File: src/rtl/mem_arbiter.sv
// Round-robin arbiter sharing one memory bus between instruction fetch and data port.
// One transaction in flight; a fetch withdrawn while busy completes but its response is dropped.
module mem_arbiter #(
  parameter int RW     = 16,
  parameter int I_SIZE = 32
) (
  input  logic              i_clk,
  input  logic              i_rst,
  input  logic              i_f_req_active,
  input  logic [RW-1:0]     i_f_req_addr,
  output logic [I_SIZE-1:0] o_f_req_data,
  output logic              o_f_req_data_valid,
  input  logic              i_d_req_active,
  input  logic              i_d_req_we,
  input  logic [RW-1:0]     i_d_req_addr,
  input  logic [RW-1:0]     i_d_req_wdata,
  output logic [RW-1:0]     o_d_req_data,
  output logic              o_d_req_ack,
  output logic              o_mem_req,
  output logic              o_mem_we,
  output logic [RW-1:0]     o_mem_addr,
  output logic [RW-1:0]     o_mem_wdata,
  input  logic [I_SIZE-1:0] i_mem_data,
  input  logic              i_mem_ack
);

  localparam logic [1:0] IDLE   = 2'd0;
  localparam logic [1:0] BUSY_F = 2'd1;
  localparam logic [1:0] BUSY_D = 2'd2;

  logic [1:0]        state_q, state_d;
  logic              last_grant_q, last_grant_d;
  logic              f_abort_q, f_abort_d;
  logic              mem_req_q, mem_req_d;
  logic              mem_we_q, mem_we_d;
  logic [RW-1:0]     mem_addr_q, mem_addr_d;
  logic [RW-1:0]     mem_wdata_q, mem_wdata_d;
  logic [I_SIZE-1:0] f_data_q, f_data_d;
  logic              f_valid_q, f_valid_d;
  logic [RW-1:0]     d_data_q, d_data_d;
  logic              d_ack_q, d_ack_d;
  logic              grant_f_s, grant_d_s, abort_now_s;

  // Next-state, grant selection and response capture.
  always_comb begin
    state_d      = state_q;
    last_grant_d = last_grant_q;
    f_abort_d    = f_abort_q;
    mem_req_d    = mem_req_q;
    mem_we_d     = mem_we_q;
    mem_addr_d   = mem_addr_q;
    mem_wdata_d  = mem_wdata_q;
    f_data_d     = f_data_q;
    f_valid_d    = 1'b0;
    d_data_d     = d_data_q;
    d_ack_d      = 1'b0;
    // On a tie the requester that did not win last time is served.
    grant_f_s    = i_f_req_active && (!i_d_req_active || (last_grant_q == 1'b1));
    grant_d_s    = i_d_req_active && (!i_f_req_active || (last_grant_q == 1'b0));
    abort_now_s  = f_abort_q || !i_f_req_active;
    case (state_q)
      IDLE: begin
        if (grant_f_s) begin
          state_d      = BUSY_F;
          mem_req_d    = 1'b1;
          mem_we_d     = 1'b0;
          mem_addr_d   = i_f_req_addr;
          mem_wdata_d  = {RW{1'b0}};
          last_grant_d = 1'b0;
          f_abort_d    = 1'b0;
        end else if (grant_d_s) begin
          state_d      = BUSY_D;
          mem_req_d    = 1'b1;
          mem_we_d     = i_d_req_we;
          mem_addr_d   = i_d_req_addr;
          mem_wdata_d  = i_d_req_wdata;
          last_grant_d = 1'b1;
          f_abort_d    = 1'b0;
        end else begin
          state_d = IDLE;
        end
      end
      BUSY_F: begin
        f_abort_d = abort_now_s;
        if (i_mem_ack) begin
          state_d   = IDLE;
          mem_req_d = 1'b0;
          f_data_d  = i_mem_data;
          f_valid_d = !abort_now_s;
        end else begin
          state_d = BUSY_F;
        end
      end
      BUSY_D: begin
        if (i_mem_ack) begin
          state_d   = IDLE;
          mem_req_d = 1'b0;
          d_data_d  = i_mem_data[RW-1:0];
          d_ack_d   = 1'b1;
        end else begin
          state_d = BUSY_D;
        end
      end
      default: begin
        state_d   = IDLE;
        mem_req_d = 1'b0;
      end
    endcase
  end

  // State and output registers with synchronous reset.
  always_ff @(posedge i_clk) begin
    if (i_rst) begin
      state_q      <= IDLE;
      last_grant_q <= 1'b1;
      f_abort_q    <= 1'b0;
      mem_req_q    <= 1'b0;
      mem_we_q     <= 1'b0;
      mem_addr_q   <= {RW{1'b0}};
      mem_wdata_q  <= {RW{1'b0}};
      f_data_q     <= {I_SIZE{1'b0}};
      f_valid_q    <= 1'b0;
      d_data_q     <= {RW{1'b0}};
      d_ack_q      <= 1'b0;
    end else begin
      state_q      <= state_d;
      last_grant_q <= last_grant_d;
      f_abort_q    <= f_abort_d;
      mem_req_q    <= mem_req_d;
      mem_we_q     <= mem_we_d;
      mem_addr_q   <= mem_addr_d;
      mem_wdata_q  <= mem_wdata_d;
      f_data_q     <= f_data_d;
      f_valid_q    <= f_valid_d;
      d_data_q     <= d_data_d;
      d_ack_q      <= d_ack_d;
    end
  end

  assign o_mem_req          = mem_req_q;
  assign o_mem_we           = mem_we_q;
  assign o_mem_addr         = mem_addr_q;
  assign o_mem_wdata        = mem_wdata_q;
  assign o_f_req_data       = f_data_q;
  assign o_f_req_data_valid = f_valid_q;
  assign o_d_req_data       = d_data_q;
  assign o_d_req_ack        = d_ack_q;

endmodule

File: config.mk
export PLATFORM = sky130hd
export DESIGN_NAME = mem_arbiter
export DESIGN_NICKNAME = d
export VERILOG_FILES = /design/src/rtl/mem_arbiter.sv
export SDC_FILE = /design/constraint.sdc
export NUM_CORES = 1
export LEC_CHECK = 0
export BUFFER_PORTS_ARGS = -buffer_cell sky130_fd_sc_hd__buf_2
export CAP_MARGIN = 20
export CORE_UTILIZATION = 40
export DETAILED_ROUTE_END_ITERATION = 6
export HOLD_SLACK_MARGIN = 0.03
export PLACE_DENSITY = 0.83
export SLEW_MARGIN = 0
export SYNTH_ARGS = -nofsm -noshare
export SYNTH_HDL_FRONTEND = slang
export SYNTH_SLANG_ARGS = --single-unit
File: constraint.sdc
create_clock -name i_clk -period 3.25 [get_ports i_clk]
set_input_delay 0.325 -clock i_clk [delete_from_list [all_inputs] [get_ports i_clk]]
set_output_delay 0.325 -clock i_clk [all_outputs]
set_load 0.02 [all_outputs]
==> impl_metrics.ini <==
[yosys]
syn_area_per_cell_um2 = 8.37
synth_warnings = 0
syn_nets = 487
synth_cells = 397
synth_edf_count = 0
synth.distinct_cells = 30
synthArstFlopShare_pct = 0
seq_area_frac_synth_pct = 53.0
ys.flop_type = dfxtp_1
netlist_area_um2 = 3320
synth_seq_cells = 88

[clock_network]
clk-insertion-delay-late_ps = 340
numCtsBuffers = 9
root_buffer = clkbuf_8
clk_pin_slew_ps = 90
h-tree-depth = 3
hold_buffers = 0
tritoncts = yes
cts_buffer_depth = 2
cts_resized = 0
clkSinkCount = 88
cts_setup_buffers = 0

[critical_path]
start_kind = register
worst-endpoint-required_ps = 3530
slowest_stage = and2_1
crit_chain = inv_1, ha_1, and2_1, a32oi_1, nor2_1
endpoint_kind = register
max_stage_delay_ps = 590
crit_fanout = 19
cp_num_buf_inv = 1
arrival_ps = 1970
worstSetupPathType = reg2reg
crit_family = simple AND/OR/NAND/NOR gates

[pwr]
ir_drop_uv = 231
p_leak_nw = 1.99
pwr_density_cell_nw_per_um2 = 547

[global_routing]
grt-ovfl-total = 0
grt_first_pass_wirelength_mm = 14.6
grt_max_degree = 43
grt_usage_pct = 20.9
antenna_found_initial = 0
grt_pass1_vias = 3232

[floorplan]
die_y_um = 93.2
die_w_um = 93.2
start_util_pct = 42.1
design.die.area_um2 = 8680
core_um2 = 7890
ios = 170
num_rows = 32

[finish]
fin_nets = 639
syn2layout_area_growth_pct = 32.1
final_cell_mix = buf_2, nand2_1, dfxtp_1
fill_cells = 747
diodes = 0
final_common_cell = buf_2
drive_gt1_share_pct = 35.4

[status]
outcome = completed

[detailed_routing]
drt_iter0_drc = 127
wl_per_cell_um = 13.8
final_antenna_net_count = 0
wl_mm = 9.08
drt_pre_antenna_iters = 6
drc_errors = 0
via_per_inst = 5.16
num_vias = 3386

[sta]
skew_ps = 5.77
maxSlewHeadroom_pct = 48.9
hold_slack_ps = 207
fmax_ghz = 0.589
hold_violations = 0
rsz0062_at_grt = no
drv_slew = 0
final.setup.tns_ps = 0
worstMarginPinSlew_ps = 766
fin_crit_ps = 1700
setup-violations-final = 0
period_share_pct = 52.2

[run]
drv_cap = 0

[placed_design]
port_buffers = 169
gp_congestion = 0.817
place_hpwl_mm = 6.31

[min_path]
min_path_type = in2reg
per-stage QoR:
stage          instance area (um^2)  total power [mW]  worst slack [ps]  cells  utilization (%)
6_report                       4390              2.40              1550    656             55.7
5_1_grt                        4390              2.52              1410    656             55.7
4_1_cts                        4370              2.42              1290    655             55.3
3_5_place_dp                   4150              1.63              1300    639             52.6
3_3_place_gp                   4150              1.61              1460    639             52.6
2_1_floorplan                  3320              1.48              1840    397                -
cell usage after synthesis (2+ instances only):
master / number / area (um^2)
a21oi_1: 64 / 320
a31oi_1: 17 / 106
a32oi_1: 18 / 158
and2_1: 3 / 18.8
buf_2: 12 / 60.1
buf_4: 5 / 37.5
buf_6: 2 / 22.5
clkbuf_1: 11 / 41.3
dfxtp_1: 88 / 1760
ha_1: 4 / 50.1
inv_1: 4 / 15.0
nand2_1: 99 / 372
nor2_1: 20 / 75.1
nor2b_1: 2 / 12.5
o21ai_0: 33 / 165
where the power goes:
| part | internal, mW | total, mW | switching, mW | leakage (nW) |
|---|---|---|---|---|
| clock network | 0.403 | 0.793 | 0.390 | 0.106 |
| registers | 1.15 | 1.18 | 0.0343 | 0.718 |
| logic | 0.155 | 0.429 | 0.274 | 1.17 |
sequential cells by signal (all words and copies together), names as in the netlist:
name and count:
f_abort_q 1, last_grant_q 1, o_d_req_ack 1, o_d_req_data 16, o_f_req_data 32, o_f_req_data_valid 1
o_mem_addr 16, o_mem_req 1, o_mem_wdata 16, o_mem_we 1, state_q 2
final cells by class:
| class | instances | area [um^2] | share of cell area, % |
|---|---|---|---|
| Timing Repair Buffer | 173 | 896 | 20.4 |
| Multi-Input combinational cell | 272 | 1370 | 31.3 |
| Clock buffer | 11 | 151 | 3.45 |
| Sequential cell | 88 | 1760 | 40.1 |
| Clock inverter | 5 | 63.8 | 1.45 |
| Inverter | 5 | 18.8 | 0.427 |
| Tap cell | 102 | 128 | 2.91 |
path summary, 6_finish.rpt:
| check | startpoint | to | slack (ps) | cells after the start |
|---|---|---|---|---|
| max | state_q[0]$_SDFF_PP0_ | o_mem_wdata[12]$_SDFFE_PP0P_ | 1550 | 5 |
| min | i_mem_data[28] | o_f_req_data[28]$_SDFFE_PP0P_ | 210 | 3 |
| max reg2reg | state_q[0]$_SDFF_PP0_ | o_mem_wdata[12]$_SDFFE_PP0P_ | 1550 | 5 |
| min reg2reg | o_d_req_data[10]$_SDFFE_PP0P_ | o_d_req_data[10]$_SDFFE_PP0P_ | 460 | 2 |
routing by layer:
layer | part of all wire, % | track usage (%)
met5 | 0 | 0
met4 | 1.7 | 8.46
met3 | 5.3 | 3.58
met2 | 51 | 38.0
met1 | 42 | 24.2
worst reg2reg max path: stages (launching register included):
cell     delay, ps
dfxtp_1        340
inv_1           90
ha_1           270
and2_1         590
a32oi_1        210
nor2_1         140
kinds of logic after synthesis:
kind of cell | Yosys count | synth area share [%]
and+or+nand+nor | 130 | 15.7
adders and majority gates | 4 | 1.51
DFF | 88 | 53.0
buffers and inverters | 37 | 5.68
AOI/OAI and AO/OA | 138 | 24.2
(Power assumes the default switching activity.)
